$ cat src/rtl/profile_snapshot_reader.sv
// Captures the profiler counters atomically and streams them as a framed word sequence
// (magic, info, counters, checksum) over valid/ready; also owns the profiler enable line.
module profile_snapshot_reader #(
    parameter int unsigned NUM_COUNTERS = 11,
    parameter logic [31:0] FRAME_MAGIC  = 32'hABAC_0001
) (
    input  logic                       clk,
    input  logic                       rst,
    input  logic                       snapshot_req,
    input  logic                       clear_req,
    input  logic [NUM_COUNTERS*32-1:0] counters_flat,
    output logic                       profiler_enable,
    output logic [31:0]                out_data,
    output logic                       out_valid,
    input  logic                       out_ready,
    output logic                       out_last,
    output logic                       busy,
    output logic [15:0]                dropped_count
);

    localparam int unsigned     IDX_W    = (NUM_COUNTERS > 1) ? $clog2(NUM_COUNTERS) : 1;
    localparam logic [IDX_W-1:0] LAST_IDX = IDX_W'(NUM_COUNTERS - 1);

    typedef enum logic [2:0] {
        S_IDLE,
        S_HDR,
        S_INFO,
        S_DATA,
        S_CSUM
    } state_e;

    state_e            state_q, state_d;
    logic [IDX_W-1:0]  idx_q, idx_d, idx_inc;
    logic [15:0]       seq_q, seq_d;
    logic [31:0]       buf_q [NUM_COUNTERS];
    logic [31:0]       buf_d [NUM_COUNTERS];
    logic [31:0]       csum_q, csum_d;
    logic [31:0]       out_data_q, out_data_d;
    logic              out_valid_q, out_valid_d;
    logic              out_last_q, out_last_d;
    logic              busy_q, busy_d;
    logic [15:0]       dropped_q, dropped_d;
    logic              enable_q, enable_d;
    logic              fire;

    always_comb begin
        // NOTE: every signal gets a default here so no path leaves it unassigned (no latches).
        state_d     = state_q;
        idx_d       = idx_q;
        seq_d       = seq_q;
        buf_d       = buf_q;
        csum_d      = csum_q;
        out_data_d  = out_data_q;
        out_valid_d = out_valid_q;
        out_last_d  = out_last_q;
        dropped_d   = dropped_q;
        idx_inc     = idx_q + 1'b1;
        fire        = out_valid_q && out_ready;

        // A low enable already clears the profiler, so a second clear then is absorbed.
        enable_d = !(clear_req && enable_q);

        if (snapshot_req && (state_q != S_IDLE) && (dropped_q != 16'hFFFF)) begin
            dropped_d = dropped_q + 16'd1;
        end

        unique case (state_q)
            S_IDLE: begin
                if (snapshot_req) begin
                    for (int i = 0; i < NUM_COUNTERS; i++) begin
                        buf_d[i] = counters_flat[32*i +: 32];
                    end
                    csum_d      = '0;
                    out_data_d  = FRAME_MAGIC;
                    out_valid_d = 1'b1;
                    out_last_d  = 1'b0;
                    state_d     = S_HDR;
                end
            end
            S_HDR: begin
                if (fire) begin
                    csum_d     = csum_q ^ out_data_q;
                    out_data_d = {seq_q, 16'(NUM_COUNTERS)};
                    state_d    = S_INFO;
                end
            end
            S_INFO: begin
                if (fire) begin
                    csum_d     = csum_q ^ out_data_q;
                    out_data_d = buf_q[0];
                    idx_d      = '0;
                    state_d    = S_DATA;
                end
            end
            S_DATA: begin
                if (fire) begin
                    csum_d = csum_q ^ out_data_q;
                    if (idx_q == LAST_IDX) begin
                        // The word leaving now still has to be folded into the checksum.
                        out_data_d = csum_q ^ out_data_q;
                        out_last_d = 1'b1;
                        state_d    = S_CSUM;
                    end else begin
                        idx_d      = idx_inc;
                        out_data_d = buf_q[idx_inc];
                    end
                end
            end
            S_CSUM: begin
                if (fire) begin
                    out_data_d  = '0;
                    out_valid_d = 1'b0;
                    out_last_d  = 1'b0;
                    seq_d       = seq_q + 16'd1;
                    state_d     = S_IDLE;
                end
            end
            default: state_d = S_IDLE;
        endcase

        busy_d = (state_d != S_IDLE);
    end

    always_ff @(posedge clk) begin
        // NOTE: state uses non-blocking assignments so every flop samples pre-edge values.
        if (!rst) begin
            state_q     <= S_IDLE;
            idx_q       <= '0;
            seq_q       <= '0;
            csum_q      <= '0;
            out_data_q  <= '0;
            out_valid_q <= 1'b0;
            out_last_q  <= 1'b0;
            busy_q      <= 1'b0;
            dropped_q   <= '0;
            enable_q    <= 1'b0;
            // NOTE: the snapshot buffer is small and must read as zero after reset, so it is reset.
            for (int i = 0; i < NUM_COUNTERS; i++) begin
                buf_q[i] <= '0;
            end
        end else begin
            state_q     <= state_d;
            idx_q       <= idx_d;
            seq_q       <= seq_d;
            csum_q      <= csum_d;
            out_data_q  <= out_data_d;
            out_valid_q <= out_valid_d;
            out_last_q  <= out_last_d;
            busy_q      <= busy_d;
            dropped_q   <= dropped_d;
            enable_q    <= enable_d;
            buf_q       <= buf_d;
        end
    end

    assign profiler_enable = enable_q;
    assign out_data        = out_data_q;
    assign out_valid       = out_valid_q;
    assign out_last        = out_last_q;
    assign busy            = busy_q;
    assign dropped_count   = dropped_q;

endmodule

$ cat config.mk
export PLATFORM = sky130hd
export DESIGN_NAME = profile_snapshot_reader
export DESIGN_NICKNAME = d
export VERILOG_FILES = /design/src/rtl/profile_snapshot_reader.sv
export SDC_FILE = /design/constraint.sdc
export NUM_CORES = 1
export LEC_CHECK = 0
export BUFFER_PORTS_ARGS = -buffer_cell sky130_fd_sc_hd__buf_2
export CORE_MARGIN = 2
export CORE_UTILIZATION = 30
export DETAILED_ROUTE_END_ITERATION = 8
export PLACE_DENSITY_LB_ADDON = 0.15
export SETUP_SLACK_MARGIN = 0.15
export SLEW_MARGIN = 10
export SYNTH_ARGS = -nofsm -noshare
export SYNTH_HDL_FRONTEND = slang
export SYNTH_SLANG_ARGS = --single-unit
export TNS_END_PERCENT = 20
$ cat constraint.sdc
create_clock -name clk -period 3.87 [get_ports clk]
set_input_delay 0 -clock clk [delete_from_list [all_inputs] [get_ports clk]]
set_output_delay 0 -clock clk [all_outputs]
set_load 0.01 [all_outputs]
==> results of run 1 <==
==> routing by layer <==
layer,vias up,share of wire
met1,9880,0.39
met2,483,0.53
met4,0,0.039
li1,9966,-
met5,-,0
met3,146,0.042
==> final cells by class <==
type | count | area (um^2)
Clock inverter | 12 | 98.8
Timing Repair Buffer | 787 | 5880
Multi-Input combinational cell | 1851 | 10600
Tap cell | 882 | 1100
Fill cell | 6853 | 39900
Sequential cell | 459 | 9190
Antenna cell | 7 | 17.5
Inverter | 19 | 78.8
Clock buffer | 82 | 1570
==> power by group through the flow <==
stage	Combinational (W)	Clock (W)	Sequential [W]
2_1_floorplan	0.000812	0	0.00524
6_report	0.00163	0.00483	0.00520
3_5_place_dp	0.00136	0	0.00530
4_1_cts	0.00164	0.00497	0.00520
3_3_place_gp	0.00134	0	0.00529
5_1_grt	0.00179	0.00516	0.00523
==> worst register-to-register path: stages (launching register included) <==
cell and delay, ns:
dfxtp_1 0.45, ha_4 0.17, and3b_1 0.74, inv_2 0.16
nor2_1 0.94, a221oi_1 0.19, a31oi_1 0.24
==> flip-flops by register name (all words and copies together), names as in the netlist <==
name and cells:
buf_q 352, state_q 3, busy 1, out_data 32, dropped_count 16, profiler_enable 1
out_last 1, csum_q 32, out_valid 1, seq_q 16, idx_q 4
==> placed cells by master (no fill, tap or decap), types with 10 or more instances in the layout <==
cell / n
nand2_1: 770
dfxtp_1: 458
a21oi_1: 416
buf_2: 408
dlygate4sd3_1: 355
nor2_1: 106
o21ai_0: 68
mux4_2: 64
clkbuf_16: 53
a31oi_1: 48
mux2i_1: 38
nand3b_1: 34
xnor2_1: 29
xor2_1: 28
nand3_1: 26
mux2_2: 26
a221oi_1: 24
inv_1: 16
clkbuf_1: 16
buf_4: 16
nor2b_1: 15
or3_1: 15
a211o_1: 15
clkbuf_8: 13
nand4_1: 12
o22ai_1: 10
==> kinds of logic (layout without fill, tap and decap cells) <==
family / count (synthesis) / count (layout)
adder cells (fa/ha/maj): 5 / 5
flip-flops: 459 / 459
AO/OA/AOI/OAI: 617 / 617
AND/OR/NAND/NOR: 1038 / 1038
buffers and inverters: 226 / 900
multiplexers: 132 / 132
other: 0 / 7
XOR/XNOR: 59 / 59
==> worst paths after layout <==
path         depth (start not counted)         endpoint       startpoint  slack [ns]
max                                  6      out_data[7]         idx_q[1]        0.89
min                                  4       state_q[0]        out_ready        0.07
max reg2reg                          6      out_data[7]         idx_q[1]        0.89
min reg2reg                          1  profiler_enable  profiler_enable        0.44
==> metrics by stage <==
| step | cells | cell area (um^2) | hold slack [ns] |
|---|---|---|---|
| 2_1_floorplan | 2536 | 20700 | 0.0959 |
| 3_3_place_gp | 3643 | 23300 | 0.186 |
| 3_5_place_dp | 3643 | 23300 | 0.194 |
| 4_1_cts | 4092 | 28500 | 0.0351 |
| 5_1_grt | 4098 | 28500 | 0.0871 |
| 6_report | 4099 | 28500 | 0.0669 |
==> results.py, run 1 <==
metrics = {
    "cts": {
        "ctsResizeCount": 0,
        "post_cts_buffers": 0,
        "root_buffer": "clkbuf_16",
        "worst_skew_pair.late_latency_ns": 0.62,
        "numCtsBuffers": 53,
        "clock_sinks": 459,
        "cts_buffer_depth": 3,
        "cts_tree": "yes",
        "clk_pin_slew_ns": 0.06,
        "cts_max_level": 2,
        "holdBufCountCts": 355,
    },
    "min_path": {
        "hold_path.class": "input port to flop",
    },
    "grt": {
        "grt_pass1_wl_mm": 118,
        "grt_max_degree": 202,
        "overflow": 0,
        "grtUsageMet1": 0.245,
        "gr-usage-met3": 0.0330,
        "use_met2": 0.399,
        "first_global_vias": 20500,
        "globalRouteTotalUtil": 0.215,
        "antenna_found_initial": 7,
        "grt-busiest-layer": "met2",
    },
    "yosys": {
        "synth_top_cell_area_share": 0.443,
        "netlist_instances": 2536,
        "synth-async-reset-ratio": 0,
        "synth.most_common_cell": "nand2_1",
        "yosysTopAreaCell": "dfxtp_1",
        "ys_warn_count": 0,
        "ys_top_cells_by_count": "nand2_1 (770), dfxtp_1 (459), a21oi_1 (416)",
        "synth_top_family_by_area": "simple AND/OR/NAND/NOR gates",
        "synth_flop_cell": "dfxtp_1",
        "yosys.area_share.simple": 0.212,
        "muxShareOfSynthArea": 0.104,
        "synth_nets": 2897,
        "synth_compound_area_frac": 0.164,
        "synthTopCellsByArea": "dfxtp_1 (44%), nand2_1 (14%), a21oi_1 (10%)",
        "ys_seq_area_frac": 0.443,
        "syn_avg_cell_area_um2": 8.18,
        "synth-adder-area-share": 0.00290,
        "synth_seq_cells": 459,
        "yosys.area_share.xor_xnor": 0.0253,
        "syn_area_um2": 20700,
        "synth_edf_count": 0,
        "yosysUniqueCellTypes": 62,
    },
    "critical_path": {
        "start_kind": "flop",
        "worstPathRequired_ns": 4.39,
        "crit_chain": "ha_4 > and3b_1 > inv_2 > nor2_1 > a221oi_1 > a31oi_1",
        "cp.arrival_ns": 3.50,
        "critPathKind": "flop to flop",
        "cp-end-kind": "flop",
        "crit_buf_inv": 1,
        "critPathMaxStageDelay_ns": 0.94,
        "cp_slowest_cell": "nor2_1",
        "cp_top_family": "simple AND/OR/NAND/NOR gates",
        "crit_fanout": 21,
    },
    "die": {
        "die_y_um": 267,
        "die_x_um": 267,
        "core_um2": 68500,
        "ioPinCount": 409,
        "start_util": 0.303,
        "die_area_um2": 71200,
        "num_rows": 96,
    },
    "sta": {
        "fmax_mhz": 336,
        "fin_tns_setup_ns": 0,
        "min_period_over_period": 0.770,
        "period_minus_slack_ns": 2.98,
        "worst_pin_slew_ns": 1.22,
        "fin_ws_ns": 0.891,
        "clock_skew_ns": 0.0325,
        "rsz0062_at_grt": "false",
        "hold_violations": 0,
        "slew_viol_final": 0,
        "setup_viol": 0,
        "relSlewSlack": 0.181,
    },
    "drt": {
        "drt_iter0_drc": 1327,
        "vias_per_cell": 5.00,
        "routed_wl_mm": 78.5,
        "first_pass_iters": 7,
        "routedWlPerCell_um": 19.2,
        "num_vias": 20500,
        "detail-route-antenna-nets": 0,
        "drc": 0,
    },
    "power": {
        "seqPwrFrac": 0.446,
        "leakagePower_nw": 11.5,
        "pwr-share-clk": 0.414,
        "p_total_w": 0.0117,
        "irDropWorstVdd_mv": 0.299,
        "p_switching_w": 0.00314,
        "switching_share": 0.269,
        "power_frac_comb": 0.140,
        "p_int_w": 0.00852,
        "p_per_area_nw_per_um2": 409,
    },
    "placement": {
        "portBuffers": 408,
        "pre_cts_ws_ns": 0.976,
        "place.detailed.hpwl_mm": 53.2,
        "finalWeightedCongestion": 0.837,
    },
    "status": {
        "status": "completed",
    },
    "final_layout": {
        "nets": 3532,
        "final_core_util": 0.417,
        "drive_gt1_frac": 0.194,
        "area_growth_pct": 37.6,
    },
    "job": {
        "cap_violations": 0,
    },
}
(Power assumes the default switching activity.)
==> inputs of run 2 (changes only) <==
==> constraint.sdc (replaced) <==
create_clock -name clk -period 2.7 [get_ports clk]
set_input_delay 0 -clock clk [delete_from_list [all_inputs] [get_ports clk]]
set_output_delay 0 -clock clk [all_outputs]
set_load 0.01 [all_outputs]
==> run 2 against run 1 <==
Effect of this change: non-clock buffer count increased by 30; via count is 0.71% higher; final area is 2.0% higher; die area is the same; wire length rose by 0.26%; final cell count is 0.73% higher; sequential cell count stayed put; global-route usage grew 0.083 points; clock power increased by 58%; critical path type unchanged; combinational power increased by 47%; critical path depth rose by 1.
==> results.py, run 2 (same netlist as run 1, synthesis figures left out) <==
metrics = {
    "sta": {
        "clock_skew_ns": 0.0295,
        "relSlewSlack": 0.281,
        "slew_viol_final": 0,
        "period_minus_slack_ns": 2.44,
        "setup_viol": 0,
        "fin_tns_setup_ns": 0,
        "rsz0062_at_grt": "true",
        "fmax_mhz": 409,
        "worst_pin_slew_ns": 1.08,
        "min_period_over_period": 0.905,
        "hold_violations": 0,
    },
    "cts": {
        "cts_buffer_depth": 3,
        "root_buffer": "clkbuf_16",
        "numCtsBuffers": 53,
        "clock_sinks": 459,
        "post_cts_buffers": 0,
        "cts_max_level": 2,
        "clk_pin_slew_ns": 0.06,
        "cts_tree": "yes",
        "worst_skew_pair.late_latency_ns": 0.62,
    },
    "job": {
        "cap_violations": 0,
    },
    "drt": {
        "drt_iter0_drc": 1297,
        "routed_wl_mm": 78.7,
        "num_vias": 20600,
        "drc": 0,
        "vias_per_cell": 4.99,
        "first_pass_iters": 7,
        "routedWlPerCell_um": 19.1,
        "detail-route-antenna-nets": 0,
    },
    "final_layout": {
        "regMostFlops": "buf_q",
        "area_growth_pct": 40.3,
        "multiInputGateArea_um2": 10600,
        "nets": 3562,
        "drive_gt1_frac": 0.204,
        "final_cell_mix": "nand2_1 (770), dfxtp_1 (458), a21oi_1 (416)",
        "fillers": 6807,
        "largest_reg_flops": 352,
        "final_core_util": 0.425,
        "final_common_cell": "nand2_1",
        "regArea_um2": 9190,
    },
    "grt": {
        "grt_max_degree": 102,
        "overflow": 0,
        "first_global_vias": 20900,
        "antenna_found_initial": 1,
        "globalRouteTotalUtil": 0.216,
        "grt_pass1_wl_mm": 119,
    },
    "placement": {
        "portBuffers": 408,
        "finalWeightedCongestion": 0.852,
        "place.detailed.hpwl_mm": 54.2,
    },
    "min_path": {
        "hold_path.class": "input port to flop",
    },
    "power": {
        "leakagePower_nw": 11.8,
        "irDropWorstVdd_mv": 0.458,
        "p_per_area_nw_per_um2": 601,
    },
    "die": {
        "die_y_um": 267,
        "die_x_um": 267,
        "start_util": 0.303,
        "num_rows": 96,
        "core_um2": 68500,
        "die_area_um2": 71200,
        "ioPinCount": 409,
    },
    "critical_path": {
        "start_kind": "flop",
        "critPathKind": "flop to flop",
        "cp.arrival_ns": 2.92,
        "cp-end-kind": "flop",
        "worstPathRequired_ns": 3.17,
        "crit_fanout": 19,
    },
    "status": {
        "status": "completed",
    },
}
run 2: cell count changes in the layout (fill, tap and decap cells not counted), moves of 2 or more:
cell,before,now
bufinv_16,0,5
buf_12,8,20
buf_4,16,33
clkbuf_1,16,11
clkbuf_8,13,15
diode_2,7,1
clkinv_2,9,11
run 2: final timing paths:
kind	from	end	slack (ns)	depth (start not counted)
setup reg to reg	idx_q[0]	out_data[0]	0.26	7
hold reg to reg	profiler_enable	profiler_enable	0.43	1
setup / recovery	idx_q[0]	out_data[0]	0.26	7
hold / removal	clear_req	profiler_enable	0.12	3
run 2: metrics by stage:
step	power [W]	area [um^2]	setup slack [ns]	std cells	hold WS [ns]
floorplan	0.00868	20800	0.157	2536	0.0959
global route	0.0182	29100	0.0878	4129	0.150
finish	0.0175	29100	0.257	4129	0.123
global placement	0.00958	23700	0.197	3672	0.181
detailed placement	0.00961	23700	0.208	3672	0.188
CTS	0.0177	29100	0.206	4128	0.0731
run 2: cell type report:
class                      count  share of cell area
tap                          882              0.0379
sequential                   459               0.316
inverter                      19             0.00280
antenna                        1           0.0000860
timing repair buffer         817               0.215
clock buffer                  80              0.0550
clock inverter                20             0.00886
multi-input combinational   1851               0.364
run 2: worst max-delay path, stage by stage (launching register included):
cell,delay [ns]
dfxtp_4,0.40
inv_4,0.05
ha_4,0.50
buf_12,0.22
mux4_2,0.30
mux2_2,0.31
a221oi_1,0.42
a21oi_1,0.11
run 2: power by group:
part           internal (W)  switching [W]
registers           0.00718       0.000290
logic               0.00112        0.00128
clock network       0.00457        0.00303
total                0.0129        0.00461
run 2: what timing repair did:
| action | CTS | global route |
|---|---|---|
| hold buffers | 356 | 0 |
| endpoints found under the hold margin | 396 | 0 |
| setup endpoints to repair | 0 | 39 |
| resized for setup | 0 | 1 |
run 2: per-layer routing:
metal / global-route usage / vias up / part of all wire
met2: 0.395 / 568 / 0.52
met3: 0.0314 / 177 / 0.046
met5: 0 / - / 0
met4: 0.0991 / 0 / 0.044
li1: - / 10000 / -
met1: 0.246 / 9861 / 0.39
==> inputs of run 3 (changes only) <==
==> constraint.sdc (replaced) <==
create_clock -name clk -period 2.4 [get_ports clk]
set_input_delay 0 -clock clk [delete_from_list [all_inputs] [get_ports clk]]
set_output_delay 0 -clock clk [all_outputs]
set_load 0.01 [all_outputs]
==> run 3 against run 2 <==
Effect of this change: via count is 0.38% higher; first-iteration DRC count increased by 3.5%; fmax is 8.0% higher; clock skew shrank 0.0077 ns; global-route usage is 0.23 points higher; combinational power up 15%.
==> results.py, run 3 (same netlist as run 1, synthesis figures left out) <==
metrics = {
    "power": {
        "seqPwrFrac": 0.436,
        "p_per_area_nw_per_um2": 658,
        "irDropWorstVdd_mv": 0.456,
        "power_frac_comb": 0.143,
        "p_switching_w": 0.00511,
        "pwr-share-clk": 0.421,
        "p_int_w": 0.0141,
        "leakagePower_nw": 11.9,
        "switching_share": 0.265,
    },
    "sta": {
        "hold_violations": 0,
        "fin_tns_setup_ns": 0,
        "slew_viol_final": 0,
        "rsz0062_at_grt": "true",
        "worst_pin_slew_ns": 0.865,
        "clock_skew_ns": 0.0218,
        "relSlewSlack": 0.421,
        "fmax_mhz": 442,
        "period_minus_slack_ns": 2.26,
        "min_period_over_period": 0.942,
        "setup_viol": 0,
    },
    "critical_path": {
        "start_kind": "flop",
        "cp-startpoint": "idx_q[0]",
        "cp.arrival_ns": 2.74,
        "ff2ff_path_depth": 8,
        "worstReg2RegEnd": "out_data[25]",
        "r2r_start": "idx_q[0]",
        "cp-end-kind": "flop",
        "endpoint": "out_data[25]",
        "critPathKind": "flop to flop",
        "worstPathRequired_ns": 2.87,
        "reg2reg_slack_ns": 0.14,
        "crit_fanout": 14,
    },
    "cts": {
        "numCtsBuffers": 53,
        "cts_tree": "yes",
        "cts_max_level": 2,
        "worst_skew_pair.late_latency_ns": 0.61,
        "clock_sinks": 459,
        "root_buffer": "clkbuf_16",
        "cts_buffer_depth": 3,
        "clk_pin_slew_ns": 0.06,
    },
    "final_layout": {
        "nets": 3581,
        "final_cell_mix": "nand2_1 (770), dfxtp_1 (458), a21oi_1 (416)",
        "finalNonFillerCells": 4140,
        "largest_reg_flops": 352,
        "final_common_cell": "nand2_1",
        "fillers": 6759,
        "area_growth_pct": 41.2,
        "regMostFlops": "buf_q",
        "drive_gt1_frac": 0.205,
        "final_core_util": 0.428,
    },
    "drt": {
        "num_vias": 20700,
        "detail-route-antenna-nets": 0,
        "routed_wl_mm": 80.0,
        "drt_iter0_drc": 1342,
        "routedWlPerCell_um": 19.3,
        "first_pass_iters": 5,
        "vias_per_cell": 5.00,
        "drc": 0,
    },
    "grt": {
        "grt_pass1_wl_mm": 120,
        "globalRouteTotalUtil": 0.218,
        "first_global_vias": 21200,
        "overflow": 0,
        "antenna_found_initial": 1,
        "grt_max_degree": 125,
    },
    "die": {
        "num_rows": 96,
        "core_um2": 68500,
        "start_util": 0.303,
        "ioPinCount": 409,
        "die_x_um": 267,
        "die_area_um2": 71200,
        "die_y_um": 267,
    },
    "placement": {
        "finalWeightedCongestion": 0.831,
        "placedCellCount": 3685,
        "portBuffers": 408,
        "place.detailed.hpwl_mm": 54.1,
    },
    "min_path": {
        "hold-path-cell-count": 3,
        "hold_path.class": "input port to flop",
    },
    "job": {
        "cap_violations": 0,
    },
    "status": {
        "status": "completed",
    },
}
run 3: cell types whose count changed in the layout (fill, tap and decap cells not counted), sizes merged, moves of 2 or more:
cell / change
bufinv: -2
clkinv: -6
clkbuf: +4
buf: +16
run 3: area by class of cell:
type	count	area, um^2	share of cell area
Multi-Input combinational cell	1851	10600	0.362
Sequential cell	459	9190	0.314
Timing Repair Buffer	836	6560	0.224
Clock buffer	82	1570	0.0535
Tap cell	882	1100	0.0377
Clock inverter	10	158	0.00539
Inverter	19	86.3	0.00295
Antenna cell	1	2.50	0.0000855
run 3: critical path: stages (launching register included):
cell and delay [ns]:
dfxtp_4 0.43, inv_8 0.04, ha_4 0.29, buf_12 0.15
buf_12 0.17, mux4_2 0.51, mux2_2 0.29, nand2_1 0.14
a31oi_1 0.10
run 3: how the worst min path moves through the flow:
stage,slack [ns],start,endpoint
6_report,0.10,clear_req,profiler_enable
5_1_grt,0.10,clear_req,profiler_enable
4_1_cts,0.07,clear_req,profiler_enable
3_5_place_dp,0.19,clear_req,profiler_enable
3_3_place_gp,0.18,clear_req,profiler_enable
2_1_floorplan,0.1,clear_req,profiler_enable
run 3: what timing repair did:
item | CTS | global route
setup buffers | 2 | 1
resized for setup | 4 | 4
hold endpoints to repair | 367 | 0
gates cloned | 1 | 2
endpoints found under the setup margin | 31 | 43
pin swaps | 1 | 1
hold buffers | 356 | 0
run 3: stage by stage:
stage	setup slack (ns)	instance area [um^2]	hold WS, ns	power [W]
floorplan	-0.0640	20800	0.0959	0.00976
global placement	0.0644	23800	0.180	0.0108
detailed placement	0.0420	23800	0.191	0.0108
CTS	0.159	29200	0.0735	0.0194
global route	0.0632	29300	0.102	0.0201
finish	0.139	29300	0.102	0.0193
run 3: per-layer routing:
metal	GRT usage	part of all wire	vias to the layer above
li1	-	-	10000
met1	0.247	0.39	9883
met2	0.394	0.51	571
met3	0.0319	0.043	211
met4	0.114	0.055	0
met5	0	0	-
run 3: power groups by stage:
stage               combinational [W]  clock (W)  sequential [W]
global placement              0.00226          0         0.00855
floorplan                     0.00131          0         0.00845
CTS                           0.00274    0.00829         0.00839
detailed placement            0.00228          0         0.00856
global route                  0.00302    0.00862         0.00844
finish                        0.00275    0.00811         0.00839
